==> src/rtl/pipe_addsub_if.sv <==
// Handshake/data bundle for pipe_addsub: operand beat in, result beat out.
interface pipe_addsub_if #(
  parameter int unsigned WIDTH = 32
);
  logic             in_valid;
  logic             in_ready;
  logic [WIDTH-1:0] a;
  logic [WIDTH-1:0] b;
  logic             sel;
  logic             cin;
  logic             out_valid;
  logic             out_ready;
  logic [WIDTH-1:0] sum;
  logic [3:0]       flags;

  // Producer/consumer side (drives operands, accepts results).
  modport master (
    output in_valid, a, b, sel, cin, out_ready,
    input  in_ready, out_valid, sum, flags
  );

  // The arithmetic unit itself.
  modport slave (
    input  in_valid, a, b, sel, cin, out_ready,
    output in_ready, out_valid, sum, flags
  );
endinterface

==> src/rtl/pipe_addsub.sv <==
// Carry-chained pipelined adder/subtractor. Each stage adds one CW-bit chunk and
// hands its carry to the next stage; the not-yet-added upper chunks ride along.
// A single global stall freezes every stage while the result is not taken.
module pipe_addsub #(
  parameter int unsigned WIDTH  = 32,
  parameter int unsigned STAGES = 4
) (
  input logic          clk,
  input logic          rst_n,
  pipe_addsub_if.slave bus
);
  localparam int unsigned CW   = WIDTH / STAGES;
  localparam int unsigned LAST = STAGES - 1;

  logic stall;
  logic en;

  // Stage registers: valid, operands (upper chunks still pending), partial result, carry.
  logic [STAGES-1:0]            v_q;
  logic [STAGES-1:0]            c_q;
  logic [STAGES-1:0][WIDTH-1:0] a_q;
  logic [STAGES-1:0][WIDTH-1:0] bp_q;
  logic [STAGES-1:0][WIDTH-1:0] res_q;
  logic [3:0]                   flags_q;

  // What each stage sees on its input side (stage 0 sees the bus).
  logic [STAGES-1:0]            src_v;
  logic [STAGES-1:0]            src_c;
  logic [STAGES-1:0][WIDTH-1:0] src_a;
  logic [STAGES-1:0][WIDTH-1:0] src_bp;
  logic [STAGES-1:0][WIDTH-1:0] src_res;

  logic [STAGES-1:0][CW:0]      part;
  logic [STAGES-1:0][WIDTH-1:0] nxt_res;
  logic [STAGES-1:0]            nxt_c;
  logic [3:0]                   flags_d;
  logic [WIDTH-1:0]             fin;

  assign stall        = v_q[LAST] && !bus.out_ready;
  assign en           = !stall;
  assign bus.in_ready = en;

  assign bus.out_valid = v_q[LAST];
  assign bus.sum       = res_q[LAST];
  assign bus.flags     = flags_q;

  // Route each stage's inputs: bus for stage 0, previous stage registers otherwise.
  always_comb begin
    src_v      = '0;
    src_c      = '0;
    src_a      = '0;
    src_bp     = '0;
    src_res    = '0;
    src_v[0]   = bus.in_valid;
    src_c[0]   = bus.cin;
    src_a[0]   = bus.a;
    src_bp[0]  = bus.sel ? ~bus.b : bus.b;
    for (int k = 1; k < STAGES; k++) begin
      src_v[k]   = v_q[k-1];
      src_c[k]   = c_q[k-1];
      src_a[k]   = a_q[k-1];
      src_bp[k]  = bp_q[k-1];
      src_res[k] = res_q[k-1];
    end
  end

  // Per-stage chunk adder: chunk k of A + chunk k of B' + incoming carry.
  always_comb begin
    part    = '0;
    nxt_res = '0;
    nxt_c   = '0;
    for (int k = 0; k < STAGES; k++) begin
      part[k] = {1'b0, src_a[k][k*CW +: CW]} + {1'b0, src_bp[k][k*CW +: CW]}
              + {{CW{1'b0}}, src_c[k]};
      nxt_res[k]                = src_res[k];
      nxt_res[k][k*CW +: CW]    = part[k][CW-1:0];
      nxt_c[k]                  = part[k][CW];
    end
  end

  // Flags for the beat completing in the final stage: {carry, overflow, zero, negative}.
  always_comb begin
    fin     = nxt_res[LAST];
    flags_d = {nxt_c[LAST],
               (src_a[LAST][WIDTH-1] == src_bp[LAST][WIDTH-1]) &&
               (fin[WIDTH-1] != src_a[LAST][WIDTH-1]),
               fin == '0,
               fin[WIDTH-1]};
  end

  // Pipeline advance; valid bits always move, data only loads behind a valid beat so
  // the outputs keep their last result across bubbles.
  always_ff @(posedge clk) begin
    if (!rst_n) begin
      v_q     <= '0;
      c_q     <= '0;
      a_q     <= '0;
      bp_q    <= '0;
      res_q   <= '0;
      flags_q <= '0;
    end else if (en) begin
      v_q <= src_v;
      for (int k = 0; k < STAGES; k++) begin
        if (src_v[k]) begin
          a_q[k]   <= src_a[k];
          bp_q[k]  <= src_bp[k];
          res_q[k] <= nxt_res[k];
          c_q[k]   <= nxt_c[k];
        end
      end
      if (src_v[LAST]) begin
        flags_q <= flags_d;
      end
    end
  end
endmodule

==> src/flat_wrapper.sv <==
// flat-port wrapper written by rule: the top's interface ports become plain ports
module pipe_addsub_flat 
#(
  parameter int unsigned WIDTH  = 32,
  parameter int unsigned STAGES = 4
)
  (clk, rst_n, bus_in_valid, bus_a, bus_b, bus_sel, bus_cin, bus_out_ready, bus_in_ready, bus_out_valid, bus_sum, bus_flags);
  pipe_addsub_if #(.WIDTH(WIDTH)) bus_i ();
  input logic clk;
  input logic rst_n;
  input wire logic [$bits(bus_i.in_valid)-1:0] bus_in_valid;
  input wire logic [$bits(bus_i.a)-1:0] bus_a;
  input wire logic [$bits(bus_i.b)-1:0] bus_b;
  input wire logic [$bits(bus_i.sel)-1:0] bus_sel;
  input wire logic [$bits(bus_i.cin)-1:0] bus_cin;
  input wire logic [$bits(bus_i.out_ready)-1:0] bus_out_ready;
  output wire logic [$bits(bus_i.in_ready)-1:0] bus_in_ready;
  output wire logic [$bits(bus_i.out_valid)-1:0] bus_out_valid;
  output wire logic [$bits(bus_i.sum)-1:0] bus_sum;
  output wire logic [$bits(bus_i.flags)-1:0] bus_flags;
  assign bus_i.in_valid = bus_in_valid;
  assign bus_i.a = bus_a;
  assign bus_i.b = bus_b;
  assign bus_i.sel = bus_sel;
  assign bus_i.cin = bus_cin;
  assign bus_i.out_ready = bus_out_ready;
  assign bus_in_ready = bus_i.in_ready;
  assign bus_out_valid = bus_i.out_valid;
  assign bus_sum = bus_i.sum;
  assign bus_flags = bus_i.flags;
  pipe_addsub #(.WIDTH(WIDTH), .STAGES(STAGES)) u_core (.clk(clk), .rst_n(rst_n), .bus(bus_i));
endmodule
==> config.mk <==
export PLATFORM = sky130hd
export DESIGN_NAME = pipe_addsub_flat
export DESIGN_NICKNAME = d
export VERILOG_FILES = /design/src/rtl/pipe_addsub_if.sv /design/src/rtl/pipe_addsub.sv /design/src/flat_wrapper.sv
export SDC_FILE = /design/constraint.sdc
export NUM_CORES = 1
export LEC_CHECK = 0
export ABC_AREA = 1
export BUFFER_PORTS_ARGS = -buffer_cell sky130_fd_sc_hd__buf_2
export CAP_MARGIN = 20
export CORE_ASPECT_RATIO = 2
export CORE_MARGIN = 2
export CORE_UTILIZATION = 62
export DETAILED_ROUTE_END_ITERATION = 8
export GPL_TIMING_DRIVEN = 0
export PLACE_DENSITY = 0.81
export SLEW_MARGIN = 20
export SYNTH_ARGS = -nofsm -noshare
export SYNTH_HDL_FRONTEND = slang
export SYNTH_SLANG_ARGS = --single-unit
==> constraint.sdc <==
create_clock -name clk -period 5.5 [get_ports clk]
set_input_delay 1.1 -clock clk [delete_from_list [all_inputs] [get_ports clk]]
set_output_delay 1.1 -clock clk [all_outputs]
set_load 0.01 [all_outputs]
==> results.ini <==
[logic_synthesis]
synthTopCellsByCount = 211 x nor2_1, 186 x dfxtp_1, 180 x o21ai_0
synth-main-ff-cell = dfxtp_1
avgSynthCellArea_um2 = 7.757
synth.ff_latch_count = 186
synth-warning-count = 0
synthTopCellsByArea = dfxtp_1 46%, o21ai_0 11%, nor2_1 9.7%, a21oi_1 6.1%, ha_1 4.3%
synth_adder_area_share = 0.06256
syn-num-nets = 1158
synth_simple_gate_area_frac = 0.1627
yosys.area_share.xor_xnor = 0.05044
synth-compound-area-share = 0.1910
async_flop_share = 0
synth_edf_count = 0
synth.cell_area_mm2 = 0.008160
synth_cell_type_count = 31
synth_area_leader_cell = dfxtp_1
synth_top_family_by_area = compound AO/OA/AOI/OAI gates
synth_mux_area_frac = 0
yosysSeqAreaShare = 0.4563
netlist_instances = 1052
synthDominantCellAreaShare = 0.4563
yosysMostFrequentCell = nor2_1

[final_layout]
drive_above_1_share = 0.1574
synthToLayoutAreaGrowth_pct = 15.55
fillCellCount = 1109
stdcell_area_mm2 = 0.009429
final_util = 0.7299
instances_no_fill = 1340
fin_nets = 1282
diodes = 0

[setup_path]
crit_start = bus_sel
worstReg2RegStart = u_core.bp_q[48]
worstPathMaxFanout = 10
worstSetupPathDepth = 10
crit_type = primary input to flop
crit_buf_inv = 4
path_cells = buf_2, buf_2, xor2_1, fa_1, inv_1, fa_1, o21ai_0, xor2_1, o21ai_0, inv_1
r2r_cells = 7
crit_end = u_core.nxt_res[38]
cp-start-kind = primary input
crit_arrival_ps = 3070
max_stage_delay_ps = 420
critical_path_required_ps = 5830
timing.rr.end = u_core.fin[20]
cp-end-kind = flop
crit_slowest_cell = fa_1
cpLargestDelayFamily = adder cells
rrSetupSlack_ps = 3320

[die]
die_y_um = 166.2
rows = 59
die_w_um = 85.12
placeableCoreArea_mm2 = 0.01292
floorplan.initialDensity = 0.6317
ios = 108
dieArea_mm2 = 0.01415

[timing]
fin_hold_ws_ps = 459.5
worst_pin_slew_ps = 764.0
rsz0062_at_grt = no
post-route-min-period_ps = 2744
final.period_utilization = 0.4989
fin_ws_ps = 2756
clock_skew_ps = 9.327
setup_tns_ps = 0
slew_headroom = 0.4907
setup_viol = 0
drv_slew = 0
fmax_mhz = 364.4
hold_violations = 0

[placed_design]
place.gp.congestion = 0.9306
dp_cells = 1309
io_buffers = 105
placed_cell_area_mm2 = 0.008876
dp_slack_ps = 2287
place_hpwl_um = 16710

[clock_network]
cts_tree = done
cts_setup_buffers = 0
clk_latency_ps = 430
cts_root_buffer = clkbuf_16
clkSlewWorstSetupHoldPaths_ps = 70
cts_max_path_buffers = 2
holdBufCountCts = 0
cts_sinks = 186
cts_max_level = 4
cts_made_buffers = 17
cts-resized-gates = 0

[global_routing]
grtUsageTotal = 0.3069
grt_pass1_wl_um = 33980
grt_max_degree = 19
grt_pass1_vias = 7119
overflow = 0
antenna_found_initial = 0

[detailed_routing]
met3_length_um = 1034
wl_met1_um = 7450
highest-signal-layer = met4
totalWireLength_um = 21540
dr_total_vias = 7338
drtAntennaViolNets = 0
drt_iter0_markers = 385
wire_per_inst_um = 16.07
viasPerCell = 5.476
drc = 0
wl_met2_um = 11400
drtPass1Iterations = 5

[power_and_ir_drop]
cellLeakagePower_nw = 4.518
peakVddDrop_v = 0.0002409
total_power_mw = 3.069
cellPowerDensity_mw_per_mm2 = 325.5

[run]
cap_violations = 0

[outcome]
status = complete, no violations

[worst_hold_path]
hp-class = flop to flop
whs_path_depth = 2

## worst reg2reg max path, stage by stage, from the launching register on
cell and delay, ps:
dfxtp_1 310, inv_1 60, fa_1 510, fa_1 510, o21ai_0 310, xor2_1 270, o21ai_0 110, inv_1 50
## layer usage
metal / global-route usage / vias up
met5: 0 / -
met3: 0.05467 / 89
met1: 0.3004 / 3310
met2: 0.5618 / 259
met4: 0.2112 / 0
li1: - / 3680
## worst min-delay path by stage
stage,from,end,slack [ps]
final,u_core.bus.sum[22],u_core.bus.sum[22],460
after global routing,u_core.bp_q[22],u_core.bp_q[22],460
after CTS,u_core.bp_q[29],u_core.bp_q[61],460
after detailed placement,u_core.bus.sum[22],u_core.bus.sum[22],450
after global placement,u_core.bp_q[31],u_core.bp_q[63],440
after floorplan,u_core.nxt_res[79],u_core.fin[15],430
## final cells by class
cell class / count / area (um^2) / area share
tap: 152 / 190.2 / 0.02017
clock inverter: 14 / 127.6 / 0.01353
clock buffer: 17 / 425.4 / 0.04512
buffer: 60 / 282.8 / 0.02999
multi-input combinational: 714 / 3809 / 0.4039
sequential: 186 / 3724 / 0.3949
timing repair buffer: 105 / 525.5 / 0.05573
inverter: 92 / 345.3 / 0.03662
## report_power, final
group	leakage, nW	switching (mW)	internal (mW)
Clock	0.273	0.563	0.596
Sequential	1.53	0.0488	1.43
Combinational	2.72	0.267	0.162
Total	4.52	0.879	2.19
## cell families (layout without fill, tap and decap cells)
| kind of cell | after synthesis | in the layout |
|---|---|---|
| fa+ha+maj | 36 | 36 |
| simple gates | 330 | 330 |
| buf+inv | 152 | 288 |
| flops | 186 | 186 |
| xor+xnor | 47 | 47 |
| compound gates | 301 | 301 |
## flip-flops by register name, summed over array words and instances, names as in the netlist
register,flops
u_core.a_q,48
u_core.bp_q,48
u_core.bus.flags,4
u_core.bus.sum,31
u_core.c_q,3
u_core.fin,24
u_core.nxt_res,24
u_core.v_q,4
## placed cells by master, fill, tap and decap left out
cell type,count
nor2_1,211
dfxtp_1,186
o21ai_0,180
buf_2,134
a21oi_1,100
inv_1,85
nand2_1,81
xor2_1,35
ha_1,28
clkbuf_1,23
nand3_1,20
clkbuf_16,17
xnor2_1,12
nand4_1,8
fa_1,8
a21o_1,7
inv_2,6
buf_4,5
a31oi_1,5
inv_6,5
inv_8,4
nand2_2,3
nand3b_1,3
o211ai_1,3
clkinv_4,3
nand2_4,2
clkbuf_2,2
a211oi_1,2
a21oi_2,2
nor2_4,1
o211a_1,1
buf_1,1
clkinv_1,1
o21ai_2,1
or2_0,1
clkinvlp_4,1
clkinv_2,1
Power figures use the tool's default switching activity.
